===== src/rtl/shiftctrl_pkg.sv =====
// Shared definitions for the 6-bit shift-register sequencer: state encoding,
// default width and the bit-counter width helper.
package shiftctrl_pkg;

    localparam int DEF_WIDTH = 6;

    typedef enum logic [1:0] {
        S_IDLE  = 2'd0,
        S_LOAD  = 2'd1,
        S_SHIFT = 2'd2,
        S_DONE  = 2'd3
    } state_t;

    // Wide enough to hold WIDTH itself, so the count never wraps.
    function automatic int cnt_width(input int width);
        return $clog2(width + 1);
    endfunction

endpackage


===== src/rtl/shiftctrl_bitcounter.sv =====
// Shift counter for the sequencer: cleared in LOAD, advanced in SHIFT,
// flags terminal count at WIDTH-1.
module shiftctrl_bitcounter
    import shiftctrl_pkg::*;
#(
    parameter int WIDTH = DEF_WIDTH
) (
    input  logic clockpulse,
    input  logic clear_,
    input  logic clr,
    input  logic en,
    output logic tc
);

    localparam int CW = cnt_width(WIDTH);

    logic [CW-1:0] count;

    // NOTE: sequential state uses non-blocking assignments so every flop
    // samples pre-edge values regardless of process ordering.
    always_ff @(posedge clockpulse or negedge clear_) begin
        if (!clear_) begin
            count <= '0;
        end else if (clr) begin
            count <= '0;
        end else if (en && (count != CW'(WIDTH))) begin
            count <= count + 1'b1;
        end
    end

    assign tc = (count == CW'(WIDTH - 1));

endmodule


===== src/rtl/shiftregister_controller6.sv =====
// Sequencer for the 6-bit right-shift register: parallel load, WIDTH shifts
// LSB first, one-cycle done. Define SHIFTCTRL_ROTATE_EN for rotate mode.
module shiftregister_controller6
    import shiftctrl_pkg::*;
#(
    parameter int   WIDTH    = DEF_WIDTH,
    parameter logic FILL_BIT = 1'b0
) (
    input  logic             clockpulse,
    input  logic             clear_,
    input  logic             start,
    input  logic [WIDTH-1:0] data,
    input  logic             abort,
    output logic             ready,
    output logic             busy,
    output logic             done,
    output logic             bit_out,
    output logic             bit_valid,
    output logic             sr_preset_enable,
    output logic [WIDTH-1:0] sr_preset,
    output logic             sr_serial_input,
    output logic             sr_shift_enable,
    input  logic [WIDTH-1:0] sr_q
);

    state_t state, state_nxt;
    logic   tc;

    // Only the LSB drives the serial stream; upper bits matter to the requester.
    logic sr_q_unused;
    assign sr_q_unused = ^sr_q[WIDTH-1:1];

    always_ff @(posedge clockpulse or negedge clear_) begin
        if (!clear_) begin
            state     <= S_IDLE;
            sr_preset <= '0;
        end else begin
            state <= state_nxt;
            if (state == S_IDLE && start) begin
                sr_preset <= data;
            end
        end
    end

    // NOTE: every always_comb output gets a default first so no path can
    // leave a value unassigned and infer a latch.
    always_comb begin
        state_nxt        = state;
        ready            = 1'b0;
        busy             = 1'b0;
        done             = 1'b0;
        bit_out          = 1'b0;
        bit_valid        = 1'b0;
        sr_preset_enable = 1'b0;
        sr_shift_enable  = 1'b0;
        sr_serial_input  = FILL_BIT;
        unique case (state)
            S_IDLE: begin
                ready = 1'b1;
                if (start) state_nxt = S_LOAD;
            end
            S_LOAD: begin
                busy             = 1'b1;
                sr_preset_enable = 1'b1;
                state_nxt        = abort ? S_IDLE : S_SHIFT;
            end
            S_SHIFT: begin
                busy            = 1'b1;
                bit_valid       = 1'b1;
                sr_shift_enable = 1'b1;
                bit_out         = sr_q[0];
`ifdef SHIFTCTRL_ROTATE_EN
                sr_serial_input = sr_q[0];
`else
                sr_serial_input = FILL_BIT;
`endif
                if (abort)   state_nxt = S_IDLE;
                else if (tc) state_nxt = S_DONE;
            end
            S_DONE: begin
                done      = 1'b1;
                state_nxt = S_IDLE;
            end
            default: state_nxt = S_IDLE;
        endcase
    end

    shiftctrl_bitcounter #(.WIDTH(WIDTH)) u_bitcounter (
        .clockpulse (clockpulse),
        .clear_     (clear_),
        .clr        (state == S_LOAD),
        .en         (state == S_SHIFT),
        .tc         (tc)
    );

endmodule

===== config.mk =====
export PLATFORM = sky130hd
export DESIGN_NAME = shiftregister_controller6
export DESIGN_NICKNAME = d
export VERILOG_FILES = /design/src/rtl/shiftctrl_pkg.sv /design/src/rtl/shiftctrl_bitcounter.sv /design/src/rtl/shiftregister_controller6.sv
export SDC_FILE = /design/constraint.sdc
export NUM_CORES = 1
export LEC_CHECK = 0
export BUFFER_PORTS_ARGS = -buffer_cell sky130_fd_sc_hd__buf_4
export CORE_ASPECT_RATIO = 1.4
export CORE_MARGIN = 5
export CORE_UTILIZATION = 30
export DETAILED_ROUTE_END_ITERATION = 10
export GPL_ROUTABILITY_DRIVEN = 0
export HOLD_SLACK_MARGIN = 0.15
export PLACE_DENSITY = 0.56
export SKIP_LAST_GASP = 1
export SLEW_MARGIN = 15
export SYNTH_ARGS = -nofsm -noshare
export SYNTH_HDL_FRONTEND = slang
export SYNTH_HIERARCHICAL = 1
export SYNTH_SLANG_ARGS = --single-unit

===== constraint.sdc =====
create_clock -name clockpulse -period 1.7 [get_ports clockpulse]
set_input_delay 0.255 -clock clockpulse [delete_from_list [all_inputs] [get_ports clockpulse]]
set_output_delay 0.255 -clock clockpulse [all_outputs]
set_load 0.01 [all_outputs]

==> results.yml, run 1 <==
grt:
  grt_pass1_wl_um: 2150
  grt_pass1_vias: 492
  grt_overflow: 0
  grt_max_degree: 12
  antenna_found_initial: 0
  grt_util_all_layers_pct: 8.97
layout:
  mostFrequentLayoutCells: "buf_4, dfrtp_1, mux2_4, ha_1, inv_1"
  area_growth_pct: 38.0
  diodes: 0
  final_area_sq_um: 905
  fin_nets: 105
  fill_cells: 196
  drive_above_1_share_pct: 45.7
  multi_input_area_sq_um: 359
  final_common_cell: "buf_4"
  regArea_sq_um: 275
floorplan:
  ios: 30
  core_area_sq_um: 2130
  std_cell_rows: 20
  die_w_um: 49.5
  start_util_pct: 30.8
  chipHeight_um: 65.3
  die-area_sq_um: 3230
clock_tree:
  h-tree-depth: 1
  cts_tree: "built"
  clk_pin_slew_ps: 70
  cts_sinks: 11
  clock_latency_ps: 270
  cts_buffers: 3
  cts_root_buf: "clkbuf_4"
  cts_max_path_buffers: 2
synthesis:
  synthesis.area_sq_um: 656
  syn-num-nets: 76
  yosysWarnings: 6
  synth_cell_types: 23
  synth_cells: 53
  synth_seq_cells: 11
  seq_area_frac_synth_pct: 42.0
  syn_avg_cell_area_sq_um: 12.4
hold_path:
  hold_path_class: "in -> reg"
  min_delay_path_depth: 2
place:
  post-dp-hpwl_um: 1040
  port_buffers: 23
  dpl_cell_area_sq_um: 856
sta:
  rsz0062_at_grt: "no"
  clock.fmax_ghz: 0.619
  maxSlewViolCount: 0
  setup_viol: 0
  finalSetupTns_ps: 0
  hold_viol: 0
  clock_skew_ps: 0.551
  finalCritPeriodShare_pct: 95.1
  period_minus_slack_ps: 1620
critical_path:
  critPathKind: "reg -> out"
  cp-end-kind: "primary output"
  required_ps: 1440
  crit_fanout: 6
  arrival_ps: 1360
  startpoint_type: "flip-flop"
  rr_worst_depth: 4
drt:
  vias: 472
  drtIter0Drc: 3
  totalWireLength_um: 1370
  detail_route.wl_per_cell_um: 13.3
  vias_per_cell: 4.58
  drc: 0
  first_pass_iters: 2
  ant_nets: 0
run_status:
  status: "completed"
power:
  p_per_area_nw_per_um2: 1660
  vdd_drop_max_mv: 0.689
  cellLeakagePower_nw: 0.463
flow_run:
  drv_cap: 0
[area by class of cell]
class                   count  area share (%)
well taps                  22            3.04
flip-flops and latches     11            30.4
inverters                   5            2.07
clock buffers               4            2.90
repair buffers             26            21.9
multi-input cells          35            39.7
[state kept, by name, summed over array words and instances (netlist names)]
name,flops
sr_preset,6
state,2
u_bitcounter/count,3
[power by group]
group | total, W | switching [W] | internal (W)
Sequential | 0.000456 | 0.0000829 | 0.000373
Combinational | 0.000864 | 0.000381 | 0.000483
Clock | 0.000186 | 0.0000954 | 0.0000909
Total | 0.00151 | 0.000559 | 0.000947
[critical path, stage by stage (launching register included)]
cell and delay (ps):
dfrtp_1 460, ha_4 210, buf_4 150, and2_1 130
buf_4 140
[Yosys cell counts, drive strengths merged]
master,instances,share of area (%)
a211oi,1,1.1
a21boi,1,1.7
a21oi,1,0.76
and2,2,1.9
and4b,1,1.5
buf,2,2.3
conb,1,0.57
dfrtp,11,42
ha,7,13
inv,5,2.9
mux2,8,17
mux2i,1,1.5
nand2,1,1.7
nand2b,1,0.95
nand3b,1,1.1
nand4bb,1,1.7
nor2,2,1.1
nor2b,2,1.9
nor3,1,0.76
nor3b,1,1.1
nor4b,1,1.3
o311ai,1,1.3
[cells by family after synthesis]
kind of cell | after synthesis | synth area share [%]
DFF | 11 | 42.0
and+or+nand+nor | 14 | 15.3
buffers and inverters | 7 | 5.15
adders and majority gates | 7 | 13.4
muxes | 9 | 18.7
AOI/OAI and AO/OA | 4 | 4.96
other | 1 | 0.572
[layer usage]
layer | share of wire (%) | track usage (%) | wire, um | up-vias
met5 | 0 | 0 | 0 | -
met4 | 0.88 | 8.85 | 12 | 0
li1 | - | - | - | 236
met3 | 3.7 | 2.04 | 51 | 2
met1 | 39 | 9.31 | 530 | 228
met2 | 56 | 14.4 | 772 | 6
[path summary, 6_finish.rpt]
kind	slack, ps	from	to
max in group asynchronous	1200	clear_	u_bitcounter/count[0]
min reg2reg	520	sr_preset[3]	sr_preset[3]
min in group asynchronous	350	clear_	sr_preset[1]
max	80	state[1]	bit_out
min	210	data[1]	sr_preset[1]
max reg2reg	270	state[1]	sr_preset[2]
[per-stage QoR]
step / hold slack (ps) / utilization (%) / total power (W) / cells / setup slack [ps]
2_1_floorplan: -40.6 / - / 0.000959 / 53 / 208
3_3_place_gp: 101 / 40.2 / 0.00131 / 98 / 308
3_5_place_dp: 101 / 40.2 / 0.00132 / 98 / 311
4_1_cts: 197 / 42.1 / 0.00152 / 103 / 50.9
5_1_grt: 198 / 42.5 / 0.00162 / 103 / 14.5
6_report: 209 / 42.5 / 0.00151 / 103 / 84.0
[timing repair]
action                     4_1_cts  5_1_grt
setup endpoints to repair        1        1
hold endpoints to repair        11        0
resized for setup                1        1
hold buffers                     1        0
setup buffers                    0        0
gates cloned                     0        0
Note: power is estimated with default switching activity, not from simulation.
==> inputs of run 2 (changes only) <==
==> constraint.sdc (replaced) <==
create_clock -name clockpulse -period 1.7 [get_ports clockpulse]
set_input_delay 0.17 -clock clockpulse [delete_from_list [all_inputs] [get_ports clockpulse]]
set_output_delay 0.17 -clock clockpulse [all_outputs]
set_load 0.01 [all_outputs]
==> run 2 against run 1 <==
  * Sequential share of layout area shrank 1.5 points
  * Global-route usage down 0.24 points
  * Critical path depth increased by 1
  * Total power shrank 2.2%
  * Die area stayed put
==> results.yml, run 2 (synthesized netlist as in run 1, its figures left out) <==
layout:
  multi_input_area_sq_um: 347
  drive_above_1_share_pct: 41.4
  fin_nets: 111
  diodes: 0
  reg_top3: "sr_preset (6), u_bitcounter/count (3), state (2)"
  largest_reg_flops: 6
  final_common_cell: "buf_4"
  mostFrequentLayoutCells: "buf_4, dfrtp_1, dlygate4sd3_1"
  fill_cells: 197
  final_cells: 109
  top_register: "sr_preset"
  area_growth_pct: 45.8
  regArea_sq_um: 277
floorplan:
  ios: 30
  start_util_pct: 30.8
  die_w_um: 49.5
  chipHeight_um: 65.3
  std_cell_rows: 20
  core_area_sq_um: 2130
  die-area_sq_um: 3230
clock_tree:
  h-tree-depth: 1
  clk_pin_slew_ps: 70
  cts_max_path_buffers: 2
  cts_sinks: 11
  cts_buffers: 3
  cts_tree: "built"
  cts_root_buf: "clkbuf_4"
  clock_latency_ps: 260
drt:
  vias: 494
  totalWireLength_um: 1360
  first_pass_iters: 4
  drc: 0
  vias_per_cell: 4.53
  drtIter0Drc: 6
  detail_route.wl_per_cell_um: 12.5
  ant_nets: 0
critical_path:
  crit_fanout: 9
  arrival_ps: 1380
  critPathKind: "reg -> out"
  max_stage_delay_ps: 410
  slowest_stage: "dfrtp_2"
  startpoint: "state[0]"
  cp-end-kind: "primary output"
  cpMostUsedCell: "buf_4"
  required_ps: 1530
  r2r-start: "state[1]"
  startpoint_type: "flip-flop"
  cp_cell_sequence: "inv_1, ha_1, buf_4, and2_1, buf_4"
run_status:
  status: "completed"
sta:
  period_minus_slack_ps: 1550
  hold_viol: 0
  clock.fmax_ghz: 0.645
  maxSlewViolCount: 0
  finalCritPeriodShare_pct: 91.2
  fin_ws_ps: 150
  setup_viol: 0
  finalSetupTns_ps: 0
  clock_skew_ps: 0.854
  rsz0062_at_grt: "no"
grt:
  grt_overflow: 0
  grt_util_all_layers_pct: 8.73
  antenna_found_initial: 0
  grt_max_degree: 12
  grt_pass1_vias: 498
  grt_pass1_wl_um: 2250
place:
  place_inst: 97
  post-dp-hpwl_um: 1040
  port_buffers: 23
  pre_cts_slack_ps: 271
power:
  cellLeakagePower_nw: 0.487
  vdd_drop_max_mv: 0.687
  p_per_area_nw_per_um2: 1540
hold_path:
  holdCritStartpoint: "start"
  hold_path_class: "in -> reg"
flow_run:
  drv_cap: 0
[run 2: worst paths after layout]
| kind | end | slack (ps) | depth (start not counted) |
|---|---|---|---|
| min in group asynchronous | state[1] | 290 | 2 |
| hold reg to reg | sr_preset[5] | 530 | 1 |
| max in group asynchronous | state[0] | 1260 | 2 |
| hold / removal | state[1] | 240 | 3 |
| setup / recovery | bit_out | 150 | 5 |
| setup reg to reg | sr_preset[2] | 260 | 4 |
[run 2: layer usage]
layer / track usage [%] / vias up / wire length (um)
met1: 9.86 / 235 / 518
met3: 2.49 / 2 / 68
met5: 0 / - / 0
met2: 15.5 / 9 / 765
li1: - / 248 / -
met4: 2.95 / 0 / 8
[run 2: through the flow]
step | hold WS [ps] | cell area, sq um | power (W) | utilization, %
after floorplan | -126 | 656 | 0.000959 | -
after global placement | 15.9 | 848 | 0.00129 | 39.9
after CTS | 157 | 945 | 0.00150 | 44.4
final | 238 | 956 | 0.00147 | 44.9
after global routing | 218 | 956 | 0.00159 | 44.9
after detailed placement | 13.7 | 848 | 0.00130 | 39.9
[run 2: area by class of cell]
type / instances / area share [%]
inverter: 5 / 1.96
timing repair buffer: 32 / 27.2
sequential: 11 / 28.9
multi-input combinational: 35 / 36.3
tap: 22 / 2.88
clock buffer: 4 / 2.75
[run 2: power breakdown]
group,total (W),switching (W),internal [W]
logic,0.000824,0.000357,0.000467
clock network,0.000175,0.0000848,0.0000905
registers,0.000474,0.0000981,0.000376
[run 2: repair_timing]
action,CTS,global route
buffers inserted,0,0
endpoints found under the hold margin,17,1
gates resized for setup,0,1
endpoints found under the setup margin,0,1
hold buffers,7,1
[run 2: critical path, delay by kind of cell (launching register included)]
family / cells / cell delay (ps)
flops: 1 / 410
buf+inv: 3 / 370
fa+ha+maj: 1 / 210
simple gates: 1 / 140
==> inputs of run 3 (changes only) <==
--- a/config.mk
+++ b/config.mk
@@ -6,13 +6,12 @@
 export NUM_CORES = 1
 export LEC_CHECK = 0
 export BUFFER_PORTS_ARGS = -buffer_cell sky130_fd_sc_hd__buf_4
-export CORE_ASPECT_RATIO = 1.4
 export CORE_MARGIN = 5
-export CORE_UTILIZATION = 30
+export CORE_UTILIZATION = 44
 export DETAILED_ROUTE_END_ITERATION = 10
 export GPL_ROUTABILITY_DRIVEN = 0
 export HOLD_SLACK_MARGIN = 0.15
-export PLACE_DENSITY = 0.56
+export PLACE_DENSITY = 0.77
 export SKIP_LAST_GASP = 1
 export SLEW_MARGIN = 15
 export SYNTH_ARGS = -nofsm -noshare
==> constraint.sdc (replaced) <==
create_clock -name clockpulse -period 1.7 [get_ports clockpulse]
set_input_delay 0.17 -clock clockpulse [delete_from_list [all_inputs] [get_ports clockpulse]]
set_output_delay 0.17 -clock clockpulse [all_outputs]
set_load 0.05 [all_outputs]
==> run 3 against run 2 <==
  * Die area shrank 27%
  * Register-to-register slack is essentially flat
  * Global-route usage grew 3.8 points
  * Critical path type unchanged
==> results.yml, run 3 (synthesized netlist as in run 1, its figures left out) <==
flow_run:
  drv_cap: 0
sta:
  hold_ws_ps: 253
  hold_viol: 0
  rsz0062_at_grt: "no"
  clock.fmax_ghz: 0.647
  finalSetupTns_ps: 0
  maxSlewViolCount: 0
  clock_skew_ps: 6.86
  period_minus_slack_ps: 1550
  finalCritPeriodShare_pct: 91.0
  setup_viol: 0
critical_path:
  cp-end-kind: "primary output"
  crit_fanout: 6
  arrival_ps: 1380
  required_ps: 1530
  critPathKind: "reg -> out"
  cp_cell_sequence: "inv_1, ha_1, buf_4"
  startpoint_type: "flip-flop"
  max_stage_delay_ps: 440
  slowest_stage: "dfrtp_1"
grt:
  use_met3_pct: 4.60
  grt_util_all_layers_pct: 12.6
  grt-busiest-layer: "met2"
  grt_pass1_vias: 510
  grt_overflow: 0
  grt_use_met2_pct: 22.0
  grt_use_met1_pct: 13.9
  grt_max_degree: 12
  grt_pass1_wl_um: 2310
  antenna_found_initial: 0
layout:
  diodes: 0
  drive_above_1_share_pct: 41.4
  reg_top3: "sr_preset (6), u_bitcounter/count (3), state (2)"
  fin_nets: 111
  top_register: "sr_preset"
  mostFrequentLayoutCells: "buf_4, dfrtp_1, dlygate4sd3_1"
  area_growth_pct: 44.8
  largest_reg_flops: 6
  final_common_cell: "buf_4"
floorplan:
  start_util_pct: 45.1
  die_w_um: 48.6
  core_area_sq_um: 1450
  die-area_sq_um: 2360
  chipHeight_um: 48.6
  std_cell_rows: 14
  ios: 30
clock_tree:
  h-tree-depth: 1
  cts_tree: "built"
  cts_buffers: 3
  clk_pin_slew_ps: 70
  cts_setup_buffers: 0
  clock_latency_ps: 260
  cts_max_path_buffers: 2
  cts_root_buf: "clkbuf_4"
  cts_sinks: 11
drt:
  first_pass_iters: 2
  totalWireLength_um: 1340
  vias_per_cell: 4.83
  detail_route.wl_per_cell_um: 13.0
  drtIter0Drc: 2
  drc: 0
  ant_nets: 0
  vias: 498
place:
  port_buffers: 23
  post-dp-hpwl_um: 989
run_status:
  status: "completed"
power:
  p_per_area_nw_per_um2: 2080
  cellLeakagePower_nw: 0.486
  vdd_drop_max_mv: 0.998
hold_path:
  hold_path_class: "in -> reg"
## run 3: cell counts in the layout (fill, tap and decap cells not counted)
Identical to the previous run, type by type.
## run 3: final timing paths
path,startpoint,end,slack (ps),cells past startpoint
max in group asynchronous,clear_,u_bitcounter/count[2],1280,2
setup / recovery,state[0],ready,150,3
hold reg to reg,sr_preset[3],sr_preset[3],510,1
setup reg to reg,state[0],u_bitcounter/count[1],250,4
min in group asynchronous,clear_,sr_preset[5],270,2
hold / removal,start,state[1],250,3
## run 3: repair_timing
action	CTS	global route
hold buffers	8	0
endpoints found under the hold margin	18	0
resized for setup	0	0
## run 3: power breakdown
part           internal, W  total (W)  switching, W
Clock            0.0000906   0.000174     0.0000835
Sequential        0.000373   0.000461     0.0000876
Combinational     0.000485    0.00134      0.000857
Total             0.000949    0.00198       0.00103
## run 3: final cells by class
cell class / count / area (sq um)
repair buffers: 32 / 260
flip-flops and latches: 11 / 275
fillers: 126 / 504
clock buffers: 4 / 26.3
well taps: 16 / 20.0
multi-input cells: 35 / 349
inverters: 5 / 18.8
## run 3: layer usage
metal	part of all wire, %	routed length (um)
met1	39	528
met4	0	0
met2	54	727
met5	0	0
met3	6.5	88
## run 3: per-stage QoR
stage	area [sq um]	worst slack, ps	total power, W	util [%]	std cells
final	950	153	0.00198	65.3	103
after global routing	950	66.1	0.00210	65.3	103
after CTS	950	147	0.00199	65.3	103
after detailed placement	843	243	0.00180	58.0	91
after global placement	843	305	0.00178	58.0	91
after floorplan	658	22.7	0.00147	-	53
## run 3: critical path, delay by kind of cell (launching register included)
family	cells	cell delay, ps
buf+inv	2	360
flops	1	440
fa+ha+maj	1	310
